### config.mk
export PLATFORM = sky130hd
export DESIGN_NAME = program_loader_flat
export DESIGN_NICKNAME = d
export VERILOG_FILES = /design/src/rtl/program_loader_if.sv /design/src/rtl/program_loader.sv /design/src/flat_wrapper.sv
export SDC_FILE = /design/constraint.sdc
export NUM_CORES = 1
export LEC_CHECK = 0
export ABC_AREA = 1
export CORE_ASPECT_RATIO = 0.9
export CORE_MARGIN = 2
export CORE_UTILIZATION = 30
export DETAILED_ROUTE_END_ITERATION = 6
export DONT_BUFFER_PORTS = 1
export SYNTH_ARGS = -nofsm -noshare
export SYNTH_HDL_FRONTEND = slang
export SYNTH_SLANG_ARGS = --single-unit
### constraint.sdc
create_clock -name i_clock -period 4.6 [get_ports i_clock]
set_input_delay 0.92 -clock i_clock [delete_from_list [all_inputs] [get_ports i_clock]]
set_output_delay 0.92 -clock i_clock [all_outputs]
set_load 0.02 [all_outputs]
### src/rtl/program_loader_if.sv
// program_loader_if: byte-stream input and instruction-memory write port of the program loader.
interface program_loader_if #(
  parameter int WORD_WIDTH = 32,
  parameter int ADDR_BITS = 5
);
  logic i_start;
  logic [7:0] i_rx_data;
  logic i_rx_valid;
  logic o_write_enable;
  logic [ADDR_BITS-1:0] o_write_addr;
  logic [WORD_WIDTH-1:0] o_data;
  logic o_loading;
  logic o_done;
  logic [ADDR_BITS:0] o_word_count;
  modport master (
    output i_start, i_rx_data, i_rx_valid,
    input o_write_enable, o_write_addr, o_data, o_loading, o_done, o_word_count
  );
  modport slave (
    input i_start, i_rx_data, i_rx_valid,
    output o_write_enable, o_write_addr, o_data, o_loading, o_done, o_word_count
  );
endinterface

### src/rtl/program_loader.sv
// program_loader: assembles an MSB-first byte stream into words and writes them to instruction memory.
module program_loader #(
  parameter int WORD_WIDTH = 32,
  parameter int ADDR_BITS = 5,
  parameter logic [WORD_WIDTH-1:0] HALT_WORD = '1
) (
  input logic i_clock,
  input logic i_reset,
  program_loader_if.slave bus
);
  localparam int BYTES = WORD_WIDTH / 8;
  localparam int CW = BYTES > 1 ? $clog2(BYTES) : 1;
  localparam logic [CW-1:0] C_LAST = CW'(BYTES - 1);
  localparam logic [CW-1:0] C_ONE = 1;
  localparam logic [ADDR_BITS-1:0] A_ONE = 1;
  localparam logic [ADDR_BITS-1:0] A_LAST = '1;
  localparam logic [ADDR_BITS:0] WC_ONE = 1;
  typedef enum logic [1:0] {IDLE, LOAD, DONE} state_t;
  state_t state, state_n;
  logic [CW-1:0] cnt, cnt_n;
  logic [WORD_WIDTH-1:0] shift, shift_n, data, data_n, word;
  logic [ADDR_BITS-1:0] addr, addr_n, waddr, waddr_n;
  logic [ADDR_BITS:0] wc, wc_n;
  logic we, we_n, loading, loading_n, done, done_n;
  logic accept, complete;
  assign accept = state == LOAD && bus.i_rx_valid && !bus.i_start;
  assign word = (shift << 8) | WORD_WIDTH'(bus.i_rx_data);
  assign complete = accept && cnt == C_LAST;
  always_ff @(posedge i_clock or negedge i_reset) begin
    if (!i_reset) begin
      state <= IDLE;
      cnt <= '0;
      shift <= '0;
      addr <= '0;
      wc <= '0;
      we <= 1'b0;
      data <= '0;
      waddr <= '0;
      loading <= 1'b0;
      done <= 1'b0;
    end else begin
      state <= state_n;
      cnt <= cnt_n;
      shift <= shift_n;
      addr <= addr_n;
      wc <= wc_n;
      we <= we_n;
      data <= data_n;
      waddr <= waddr_n;
      loading <= loading_n;
      done <= done_n;
    end
  end
  // A start pulse restarts from any state; the last word or a halt word ends the load.
  always_comb begin
    state_n = state;
    if (bus.i_start) state_n = LOAD;
    else if (complete && (word == HALT_WORD || addr == A_LAST)) state_n = DONE;
  end
  always_comb begin
    cnt_n = bus.i_start ? '0 : complete ? '0 : accept ? cnt + C_ONE : cnt;
    shift_n = bus.i_start ? '0 : accept ? word : shift;
    addr_n = bus.i_start ? '0 : (complete && addr != A_LAST) ? addr + A_ONE : addr;
    wc_n = bus.i_start ? '0 : complete ? wc + WC_ONE : wc;
    we_n = complete;
    data_n = complete ? word : data;
    waddr_n = complete ? addr : waddr;
    loading_n = state_n == LOAD;
    done_n = state_n == DONE;
  end
  assign bus.o_write_enable = we;
  assign bus.o_write_addr = waddr;
  assign bus.o_data = data;
  assign bus.o_word_count = wc;
  assign bus.o_loading = loading;
  assign bus.o_done = done;
endmodule

### src/flat_wrapper.sv
// flat-port wrapper written by rule: the top's interface ports become plain ports
module program_loader_flat 
#(
  parameter int WORD_WIDTH = 32,
  parameter int ADDR_BITS = 5,
  parameter logic [WORD_WIDTH-1:0] HALT_WORD = '1
)
  (i_clock, i_reset, bus_i_start, bus_i_rx_data, bus_i_rx_valid, bus_o_write_enable, bus_o_write_addr, bus_o_data, bus_o_loading, bus_o_done, bus_o_word_count);
  program_loader_if #(.WORD_WIDTH(WORD_WIDTH), .ADDR_BITS(ADDR_BITS)) bus_i ();
  input logic i_clock;
  input logic i_reset;
  input wire logic [$bits(bus_i.i_start)-1:0] bus_i_start;
  input wire logic [$bits(bus_i.i_rx_data)-1:0] bus_i_rx_data;
  input wire logic [$bits(bus_i.i_rx_valid)-1:0] bus_i_rx_valid;
  output wire logic [$bits(bus_i.o_write_enable)-1:0] bus_o_write_enable;
  output wire logic [$bits(bus_i.o_write_addr)-1:0] bus_o_write_addr;
  output wire logic [$bits(bus_i.o_data)-1:0] bus_o_data;
  output wire logic [$bits(bus_i.o_loading)-1:0] bus_o_loading;
  output wire logic [$bits(bus_i.o_done)-1:0] bus_o_done;
  output wire logic [$bits(bus_i.o_word_count)-1:0] bus_o_word_count;
  assign bus_i.i_start = bus_i_start;
  assign bus_i.i_rx_data = bus_i_rx_data;
  assign bus_i.i_rx_valid = bus_i_rx_valid;
  assign bus_o_write_enable = bus_i.o_write_enable;
  assign bus_o_write_addr = bus_i.o_write_addr;
  assign bus_o_data = bus_i.o_data;
  assign bus_o_loading = bus_i.o_loading;
  assign bus_o_done = bus_i.o_done;
  assign bus_o_word_count = bus_i.o_word_count;
  program_loader #(.WORD_WIDTH(WORD_WIDTH), .ADDR_BITS(ADDR_BITS), .HALT_WORD(HALT_WORD)) u_core (.i_clock(i_clock), .i_reset(i_reset), .bus(bus_i));
endmodule
-- After elaboration in Yosys (flattened, before gate mapping)
Index checks and enable logic that the tools add are counted.
- output and inout port bits: 46
- word-level logic and storage cells: 43
- register bits: 79
- add/sub/neg operators: 3
- multiplexer cells: 11
- reduce and logical (&&, ||, !) cells: 11
- bitwise operators: 1
- equal/unequal tests: 7
- operator list (kind ; number):
    two-way mux 24 bit ; 2
    equality test 32 bit (second input constant) ; 1
    bitwise OR 32 x 8 -> 32 bit ; 1
    two-way mux 6 bit ; 2
    two-way mux 2 bit ; 5
    two-way mux 5 bit ; 2
    adder 6 x 1 -> 6 bit (second input constant) ; 1
    nonzero test 2 bit ; 3
    adder 5 x 1 -> 5 bit (second input constant) ; 1
    equality test 5 bit (second input constant) ; 1
    logical AND 1 bit ; 5
    != test 5 bit (second input constant) ; 1
    equality test 2 x 1 -> 1 bit (second input constant) ; 2
    equality test 2 bit (second input constant) ; 2
    nonzero test 3 bit ; 1
    adder 2 x 1 -> 2 bit (second input constant) ; 1
    zero test 1 bit ; 1
    logical OR 1 bit ; 1

-- Logic depth before layout (Yosys ltp)
Gate-level depths: netlist of run 1.
- word-level depth: 8
- depth in mapped cells: 10

-- Worst setup path after synthesis of run 1
No wires, ideal clock.
- path kind: input to register
- start: input port bus_i_start
- end: register u_core.data[26] (netlist: u_core.bus.o_data[26])
- path slack: 2.662 ns
- buffers on the path: 2
- setup time: 0.129 ns
- arrival time: 1.809 ns
- stages on the path: 8
- path through: inv_2 -> nand4_4 -> nor2_8 -> inv_2 -> buf_4 -> buf_4 -> nand2_1 -> o21ai_1
- cells in the longest elaborated chain, start to end: 3
- RTL lines (what ; RTL line ; RTL):
    from (decl) ; flat_wrapper.sv:12 ; input wire logic [$bits(bus_i.i_start)-1:0] bus_i_start;
    zero test 1 bit ; program_loader.sv:26 ; assign accept = state == LOAD && bus.i_rx_valid && !bus.i_start;
    logical AND 1 bit ; program_loader.sv:26 ;
    logical AND 1 bit ; program_loader.sv:28 ; assign complete = accept && cnt == C_LAST;
    via u_core.complete ; program_loader.sv:25 ; logic accept, complete;
    to (signal assigned) ; program_loader.sv:48 ; data <= data_n;
    to (decl) ; program_loader.sv:21 ; logic [WORD_WIDTH-1:0] shift, shift_n, data, data_n, word;
The timed path passes the listed nets, and every way through them passes these cells.
A chain may end at the register's enable or synchronous reset.

-- Final worst setup path of run 1
- start: input port bus_i_start
- end: register u_core.wc[5] (netlist: u_core.bus.o_word_count[5])
- cells in the longest elaborated chain, start to end: 4
- elaborated cells on any way between the ends: 5
- classes of those cells: mux: 1; reduce/logical: 4
- RTL lines (what ; RTL line ; RTL):
    zero test 1 bit ; program_loader.sv:26 ;
    logical AND 1 bit ; program_loader.sv:26 ;
    logical AND 1 bit ; program_loader.sv:28 ;
    via u_core.complete ; program_loader.sv:25 ;
    nonzero test 2 bit (no source line) ; -- ;
    to (signal assigned) ; program_loader.sv:46 ; wc <= wc_n;
    to (decl) ; program_loader.sv:23 ; logic [ADDR_BITS:0] wc, wc_n;
The timed path passes the listed nets, and every way through them passes these cells.

==> impl_metrics.csv, run 1 <==
group,metric,value,unit
outcome,outcome,"finished clean",
pwr,p_leak,1.63,nW
floorplan,pin_count,58,
setup_path,worst_ep_required_time,4.87,ns
sta,finClkSkew,0.00353,ns
grt,grt_max_degree,80,
floorplan,core_area,10200,µm²
sta,timing.hold.ws,0.280,ns
floorplan,initial_utilization,0.309,
synthesis,yosysSeqAreaShare,0.625,
grt,grt_usage,0.128,
placement,dp.cells,445,
pwr,vdd_drop_max,0.252,mV
cells_and_area,stdcell_area,3610,µm²
synthesis,ys_ff_latch,79,
sta,fmax,0.415,GHz
clocking,ctsHoldBuffers,0,
setup_path,cp_max_fo,79,
sta,rsz0062_at_grt,"false",
clocking,postCtsSetupRepairBufs,0,
clocking,htreeDepth,3,
setup_path,rrSetupSlack,2.41,ns
setup_path,max_stage_delay,0.46,ns
hold_path,hp-class,"in -> async",
placement,place_area,3270,µm²
placement,gp_congestion,0.751,
sta,setup_ws,2.19,ns
sta,period_minus_slack,2.41,ns
sta,fin_crit_sh,0.524,
synthesis,netlist_area,3170,µm²
clocking,clock_sinks,79,
grt,grt_remaining_overflow,0,
setup_path,critPathKind,"in -> reg",
setup_path,reg2reg_from,"u_core.state[1]",
clocking,cts_tree,"built",
cells_and_area,final_common_cell,"dfrtp_1",
cells_and_area,final_core_util,0.352,
route,drc,0,
synthesis,synth_nets,345,
run,drv_cap,0,
sta,hold_violations,0,
setup_path,path_buf_inv,2,
pwr,p_per_area,464,nW/µm²
floorplan,die_w,112,µm
clocking,cts-buffers-inserted,9,
sta,tightest_slew,1.10,ns
setup_path,crit_slowest_cell,"inv_2",
clocking,root_buffer,"clkbuf_16",
route,avgRoutedWirePerCell,15.0,µm
route,via_per_inst,4.72,
clocking,cts_buffer_depth,2,
route,routed_wl,6920,µm
route,via_count,2178,
cells_and_area,final_cell_mix,"dfrtp_1 (79), nand2_1 (76), inv_1 (45), o21ai_0 (36), o22ai_1 (24)",
cells_and_area,layout-drive-gt1-share,0.0693,
sta,fin_setup_tns,0,ns
cells_and_area,layout.cells.non_filler,461,
setup_path,worstPathCellList,"inv_2 -> nand4_4 -> nor2_8 -> inv_2 -> nor3_2 -> nand2_1 -> nand2_1",
pwr,total_power,1.68,mW
floorplan,die_area,11400,µm²
synthesis,netlist_instances,329,
sta,drv_slew,0,
sta,setup_viol,0,
cells_and_area,fin_nets,343,
grt,antenna_found_initial,0,
setup_path,worstReg2RegEnd,"u_core.bus.o_word_count[5]",
grt,first_global_vias,2134,
setup_path,crit_family,"simple AND/OR/NAND/NOR gates",
synthesis,syn-mean-instance-area,9.62,µm²
clocking,cts_resized,0,
clocking,clk_pin_slew_worst_paths,0.06,ns
floorplan,die_height,101,µm
grt,grt_pass1_wl,11200,µm
sta,slew_headroom,0.265,
placement,io_buffers,0,
route,initialDrtViolationCount,151,
placement,dp_hpwl,4740,µm
setup_path,arrival,2.68,ns
route,dr.pass1.iters,5,
synthesis,yosysUniqueCellTypes,24,
setup_path,startpoint_type,"primary input",
synthesis,yosysWarnings,0,
setup_path,worstRegToRegCells,7,
setup_path,end_kind,"register",
placement,dp_slack,1.84,ns
route,drt.antenna.violating_nets,0,
cells_and_area,area_growth_syn_to_layout,14.1,%
clocking,clk_latency,0.33,ns
floorplan,rows,35,
cells_and_area,num_antenna_cells,0,
-- flip-flops by register name, summed over array words and instances (netlist names) --
signal                     flops
u_core.bus.o_write_addr        5
u_core.cnt                     2
u_core.bus.o_loading           1
u_core.state                   2
u_core.addr                    5
u_core.shift                  24
u_core.bus.o_done              1
u_core.bus.o_word_count        6
u_core.bus.o_write_enable      1
u_core.bus.o_data             32
-- cells by family after synthesis --
logic type               after synthesis  synth area share
AND/OR/NAND/NOR                      110             0.150
XOR/XNOR                               1           0.00277
buffers and inverters                 60            0.0747
AO/OA/AOI/OAI                         75             0.132
adder cells (fa/ha/maj)                4            0.0158
flip-flops                            79             0.625
-- area by class of cell --
| cell class | instances | area [µm²] |
|---|---|---|
| multi-input cells | 190 | 952 |
| fillers | 1010 | 6640 |
| inverters | 47 | 176 |
| well taps | 129 | 161 |
| flip-flops and latches | 79 | 1980 |
| clock buffers | 14 | 284 |
| clock inverters | 2 | 60.1 |
-- synth_stat cells --
library cell | count | area [µm²]
dfrtp_1 | 79 | 1980
nand2_1 | 76 | 285
inv_1 | 45 | 169
o21ai_0 | 36 | 180
o22ai_1 | 24 | 150
nor2_1 | 19 | 71.3
o21ai_1 | 11 | 55.1
clkbuf_1 | 6 | 22.5
nand3_1 | 6 | 30.0
ha_1 | 4 | 50.1
nor3_1 | 4 | 20.0
buf_2 | 3 | 15.0
buf_1 | 2 | 7.51
buf_4 | 2 | 15.0
inv_2 | 2 | 7.51
o31ai_1 | 2 | 15.0
a21oi_2 | 1 | 8.76
a22o_1 | 1 | 8.76
nand2_2 | 1 | 6.26
nand4_4 | 1 | 21.3
nor2_4 | 1 | 11.3
nor2_8 | 1 | 20.0
nor3_2 | 1 | 10.0
xor2_1 | 1 | 8.76
-- report_power, final --
| group | total [mW] | switching (mW) | internal [mW] |
|---|---|---|---|
| Sequential | 0.803 | 0.0664 | 0.737 |
| Combinational | 0.0683 | 0.0441 | 0.0243 |
| Clock | 0.805 | 0.271 | 0.535 |
| Total | 1.68 | 0.381 | 1.30 |
-- layer usage --
layer	track usage	vias to the layer above	wire length [µm]
met2	0.177	66	2860
met5	0	-	0
met3	0.0814	9	796
met4	0.0441	0	102
met1	0.164	1049	3160
li1	-	1054	-
-- worst max-delay path by stage --
stage,start,end,slack (ns),depth (start not counted)
2_1_floorplan,bus_i_start,u_core.bus.o_data[26],2.66,8
3_3_place_gp,bus_i_start,u_core.bus.o_word_count[5],1.90,7
3_5_place_dp,bus_i_start,u_core.bus.o_word_count[5],1.84,7
4_1_cts,bus_i_start,u_core.bus.o_word_count[5],2.17,7
5_1_grt,bus_i_start,u_core.bus.o_word_count[5],1.96,7
6_report,bus_i_start,u_core.bus.o_word_count[5],2.19,7
(Power assumes the default switching activity.)
==> run 2: changes to the inputs <==
ABC_AREA = 0   (was 1)
clock period = 2.1 ns   (was 4.6 ns; I/O delays follow)
==> impl_metrics.csv, run 2 <==
group,metric,value,unit
synthesis,synth_top_area_cell,"dfrtp_1",
grt,grt_remaining_overflow,0,
sta,period_minus_slack,1.76,ns
clocking,cts-buffers-inserted,9,
route,drt.antenna.violating_nets,0,
outcome,outcome,"finished with violations",
synthesis,synth_most_common_cell,"dfrtp_1",
sta,fmax,0.568,GHz
synthesis,yosys_most_used_dff,"dfrtp_1",
cells_and_area,largest_reg_flops,32,
pwr,total_power,3.48,mW
grt,first_global_vias,2038,
cells_and_area,final_common_cell,"dfrtp_1",
cells_and_area,area_growth_syn_to_layout,13.4,%
setup_path,reg2reg_from,"u_core.addr[0]",
run,drv_cap,0,
floorplan,pin_count,58,
sta,rsz0062_at_grt,"false",
setup_path,startpoint,"u_core.addr[0]",
sta,timing.hold.ws,-0.217,ns
synthesis,async_reset_ff_frac,1.00,
floorplan,rows,36,
placement,dp_slack,0.363,ns
setup_path,cp_max_fo,9,
clocking,clk_pin_slew_worst_paths,0.06,ns
route,initialDrtViolationCount,161,
setup_path,worstRegToRegCells,6,
sta,setup_ws,0.339,ns
outcome,violations,"negative hold slack",
cells_and_area,multi_input_area,1230,µm²
grt,grt_pass1_wl,11300,µm
cells_and_area,layout.cells.non_filler,414,
setup_path,max_stage_delay,0.41,ns
pwr,p_per_area,927,nW/µm²
route,routed_wl,6900,µm
cells_and_area,final_core_util,0.348,
route,dr.pass1.iters,4,
setup_path,startpoint_type,"register",
sta,fin_setup_tns,0,ns
placement,dp_hpwl,4560,µm
pwr,seqPwrFrac,0.477,
synthesis,netlist_instances,278,
pwr,p_switching,0.713,mW
synthesis,syn-mean-instance-area,11.9,µm²
synthesis,synth_top_area_share,0.597,
grt,grt_usage,0.122,
clocking,postCtsSetupRepairBufs,0,
pwr,swShare,0.205,
clocking,root_buffer,"clkbuf_16",
floorplan,core_area,10800,µm²
sta,setup_viol,0,
clocking,cts_resized,0,
grt,antenna_found_initial,0,
synthesis,synth_nets,294,
setup_path,worst_ep_required_time,2.32,ns
grt,grt_max_degree,80,
synthesis,yosysWarnings,0,
pwr,p_int,2.77,mW
cells_and_area,layout-drive-gt1-share,0.217,
setup_path,crit_slowest_cell,"dfrtp_1",
setup_path,end_kind,"register",
setup_path,critPathMostFrequentCell,"ha_1",
floorplan,initial_utilization,0.306,
synthesis,netlist_area,3310,µm²
hold_path,hp-class,"in -> async",
clocking,cts_tree,"built",
route,via_per_inst,5.00,
cells_and_area,final_cell_mix,"dfrtp_1 (79), nand2_1 (57), a21oi_1 (30), mux2_2 (27), mux2_4 (10)",
cells_and_area,regArea,1980,µm²
floorplan,die_area,11900,µm²
clocking,htreeDepth,3,
floorplan,die_w,115,µm
setup_path,rrSetupSlack,0.34,ns
cells_and_area,stdcell_area,3760,µm²
floorplan,die_height,104,µm
synthesis,synth_edf_count,0,
sta,slew_headroom,0.785,
sta,tightest_slew,0.322,ns
clocking,cts_buffer_depth,2,
synthesis,synthTopCellsByCount,"dfrtp_1 (79), nand2_1 (57), a21oi_1 (30)",
clocking,clk_latency,0.33,ns
route,drc,0,
setup_path,worstReg2RegEnd,"u_core.addr[2]",
sta,finClkSkew,0.00615,ns
cells_and_area,fin_nets,293,
pwr,pwr-share-clk,0.499,
pwr,vdd_drop_max,0.403,mV
setup_path,crit_end,"u_core.addr[2]",
setup_path,critPathKind,"reg -> reg",
placement,io_buffers,0,
sta,drv_slew,0,
placement,place_area,3420,µm²
route,via_count,2068,
synthesis,synth_area_leaders,"dfrtp_1 (60%), mux2_2 (9.2%), nand2_1 (6.5%)",
synthesis,yosysSeqAreaShare,0.597,
route,avgRoutedWirePerCell,16.7,µm
setup_path,worstPathCellList,"ha_1 -> and3_1 -> ha_1 -> nor3b_1 -> xnor2_1 -> nor2_1",
synthesis,ys_ff_latch,79,
pwr,p_leak,1.68,nW
pwr,power_frac_comb,0.024,
placement,gp_congestion,0.746,
placement,dp.cells,399,
clocking,clock_sinks,79,
sta,fin_crit_sh,0.838,
synthesis,yosysUniqueCellTypes,35,
cells_and_area,n_fill_cell,1048,
setup_path,arrival,1.98,ns
sta,hold_violations,79,
cells_and_area,num_antenna_cells,0,
run 2: cell types whose count changed after synthesis, moves of 11 or more:
| cell | before | now |
|---|---|---|
| o21ai_0 | 36 | 3 |
| o22ai_1 | 24 | 0 |
| a21oi_1 | 0 | 30 |
| o21ai_1 | 11 | 0 |
| inv_1 | 45 | 1 |
| nand2_1 | 76 | 57 |
| mux2_2 | 0 | 27 |
run 2: routing by layer:
layer  vias up  share of wire  track usage
li1        956              -            -
met1      1051           0.46        0.168
met2        49           0.43        0.168
met3        12          0.084       0.0445
met4         0          0.022       0.0594
met5         -              0            0
run 2: layout make-up:
type,count,share of cell area
clock buffers,9,0.0599
well taps,133,0.0443
flip-flops and latches,79,0.526
inverters,1,0.000999
multi-input cells,182,0.328
clock inverters,6,0.0293
repair buffers,4,0.0113
run 2: how the worst min path moves through the flow:
stage,slack [ns],cells after the start,startpoint,to
6_report,-0.22,0,i_reset,u_core.bus.o_data[13]
2_1_floorplan,0.12,0,i_reset,u_core.addr[0]
3_5_place_dp,0.13,0,i_reset,u_core.bus.o_data[13]
5_1_grt,-0.23,0,i_reset,u_core.shift[4]
4_1_cts,-0.23,0,i_reset,u_core.shift[15]
3_3_place_gp,0.13,0,i_reset,u_core.bus.o_data[13]
run 2: cells by family after synthesis:
kind of cell    synth area share
flops                      0.597
simple gates               0.141
mux                        0.137
xor+xnor                  0.0185
buf+inv                   0.0310
fa+ha+maj                 0.0151
compound gates            0.0608
run 2: power by group through the flow:
stage | Sequential [mW] | Combinational, mW | Clock (mW)
after floorplan | 1.67 | 0.0849 | 0
after global placement | 1.69 | 0.0820 | 0
after detailed placement | 1.69 | 0.0848 | 0
after CTS | 1.66 | 0.0859 | 1.77
after global routing | 1.67 | 0.0958 | 1.85
final | 1.66 | 0.0852 | 1.74
run 2: worst max-delay path, delay by kind of cell, from the launching register on:
kind,cells,cell delay [ns]
XOR/XNOR,1,0.16
adder cells (fa/ha/maj),2,0.51
flip-flops,1,0.41
AND/OR/NAND/NOR,3,0.57
==> run 3: changes to the inputs <==
clock period = 1.4 ns   (was 2.1 ns; I/O delays follow)
==> impl_metrics.csv, run 3 (synthesis results as in run 2) <==
group,metric,value,unit
outcome,outcome,"finished with violations",
outcome,violations,"negative hold slack, negative setup slack",
setup_path,worstPathCellList,"ha_4 -> nand4b_4 -> nor2_4 -> buf_12 -> clkbuf_16 -> mux2_4",
cells_and_area,final_core_util,0.402,
clocking,cts_buffer_depth,2,
clocking,cts_tree,"built",
clocking,root_buffer,"clkbuf_16",
sta,drv_slew,0,
grt,first_global_vias,2316,
sta,finClkSkew,0.00650,ns
setup_path,end_kind,"register",
sta,tightest_slew,0.304,ns
setup_path,crit_family,"flip-flops",
placement,dp.cells,434,
cells_and_area,layout-drive-gt1-share,0.360,
grt,grt_remaining_overflow,0,
setup_path,path_buf_inv,2,
grt,grt_pass1_wl,12400,µm
setup_path,cp_max_fo,7,
route,via_per_inst,4.80,
placement,dp_hpwl,5040,µm
clocking,htreeDepth,3,
setup_path,crit_slowest_cell,"dfrtp_1",
setup_path,worst_ep_required_time,1.62,ns
clocking,cts-buffers-inserted,9,
pwr,p_per_area,1120,nW/µm²
grt,grt_usage,0.136,
route,routed_wl,8130,µm
cells_and_area,fin_nets,339,
route,dr.pass1.iters,4,
floorplan,die_w,115,µm
floorplan,core_area,10800,µm²
route,drt.antenna.violating_nets,0,
placement,io_buffers,0,
route,drc,0,
floorplan,die_height,104,µm
route,via_count,2212,
setup_path,arrival,1.78,ns
sta,fin_crit_sh,1.12,
placement,gp_congestion,0.782,
grt,grt.met3_usage,0.0597,
cells_and_area,num_antenna_cells,0,
setup_path,critPathKind,"reg -> reg",
grt,gr-max-usage-layer,"met2",
grt,use_met2,0.200,
run,drv_cap,0,
cells_and_area,largest_reg_flops,32,
cells_and_area,area_growth_syn_to_layout,31.1,%
hold_path,hp-class,"in -> async",
sta,fmax,0.640,GHz
pwr,p_leak,1.95,nW
clocking,clk_pin_slew_worst_paths,0.06,ns
floorplan,pin_count,58,
sta,slew_headroom,0.797,
grt,grt_max_degree,80,
floorplan,initial_utilization,0.306,
clocking,clock_sinks,79,
route,initialDrtViolationCount,180,
sta,timing.hold.ws,-0.364,ns
sta,fin_setup_tns,-5.70,ns
setup_path,startpoint_type,"register",
grt,antenna_found_initial,0,
setup_path,max_stage_delay,0.39,ns
floorplan,rows,36,
sta,rsz0062_at_grt,"true",
pwr,total_power,4.88,mW
cells_and_area,final_cell_mix,"dfrtp_1 (79), nand2_1 (56), buf_4 (38), mux2_4 (36), a21oi_1 (29)",
cells_and_area,layout.cells.non_filler,461,
pwr,vdd_drop_max,0.499,mV
sta,setup_ws,-0.163,ns
grt,grt_use_met1,0.176,
cells_and_area,final_common_cell,"dfrtp_1",
floorplan,die_area,11900,µm²
sta,hold_violations,79,
route,avgRoutedWirePerCell,17.6,µm
sta,period_minus_slack,1.56,ns
clocking,clk_latency,0.33,ns
setup_path,rrSetupSlack,-0.16,ns
sta,setup_viol,45,
[run 3: cell count changes in the layout (fill, tap and decap cells not counted), sizes merged]
cell | previous run | this run
buf | 4 | 48
bufinv | 3 | 0
clkbuf | 9 | 18
clkinv | 1 | 0
clkinvlp | 2 | 0
[run 3: where the power goes]
| group | internal, mW | switching, mW |
|---|---|---|
| Clock | 1.30 | 0.857 |
| Combinational | 0.147 | 0.0970 |
| Sequential | 2.36 | 0.117 |
| Total | 3.81 | 1.07 |
[run 3: layout make-up]
class                   instances  area [µm²]
fillers                      1028        6470
flip-flops and latches         79        1980
multi-input cells             182        1430
repair buffers                 50         499
clock buffers                  16         272
well taps                     133         166
inverters                       1        3.75
[run 3: layer usage]
layer  up-vias  routed length, µm  part of all wire
met5         -                  0                 0
met4         0                140             0.017
met3        11                581             0.071
met2        56               3730              0.46
met1      1101               3680              0.45
li1       1044                  -                 -
[run 3: through the flow]
step / worst slack [ns] / instance area [µm²]
final: -0.163 / 4340
after detailed placement: -0.144 / 3770
after CTS: -0.144 / 4120
after global routing: -0.208 / 4340
after floorplan: -0.117 / 3370
after global placement: -0.0888 / 3770
[run 3: what timing repair did]
action                                 in CTS  in global routing
buffers inserted                            5                  6
gates resized for setup                     5                 43
endpoints found under the hold margin     101                102
cloned                                      1                  3
setup endpoints to repair                  46                 51
pin swaps                                   1                  9
[run 3: worst reg2reg max path, delay by kind of cell (launching register included)]
family	cells	cell delay (ns)
simple gates	2	0.27
mux	1	0.30
buf+inv	2	0.32
fa+ha+maj	1	0.17
flops	1	0.39
[run 3: worst paths after layout]
kind                                                    to  cells past startpoint              from
worst max-delay path                  u_core.bus.o_data[1]                      6     u_core.cnt[1]
worst min-delay path            u_core.bus.o_write_addr[1]                      0           i_reset
worst max register to register        u_core.bus.o_data[1]                      6     u_core.cnt[1]
worst min register to register       u_core.bus.o_data[25]                      1  u_core.shift[17]
max in group asynchronous            u_core.bus.o_data[11]                      0           i_reset
min in group i_clock                     u_core.bus.o_done                      1       bus_i_start
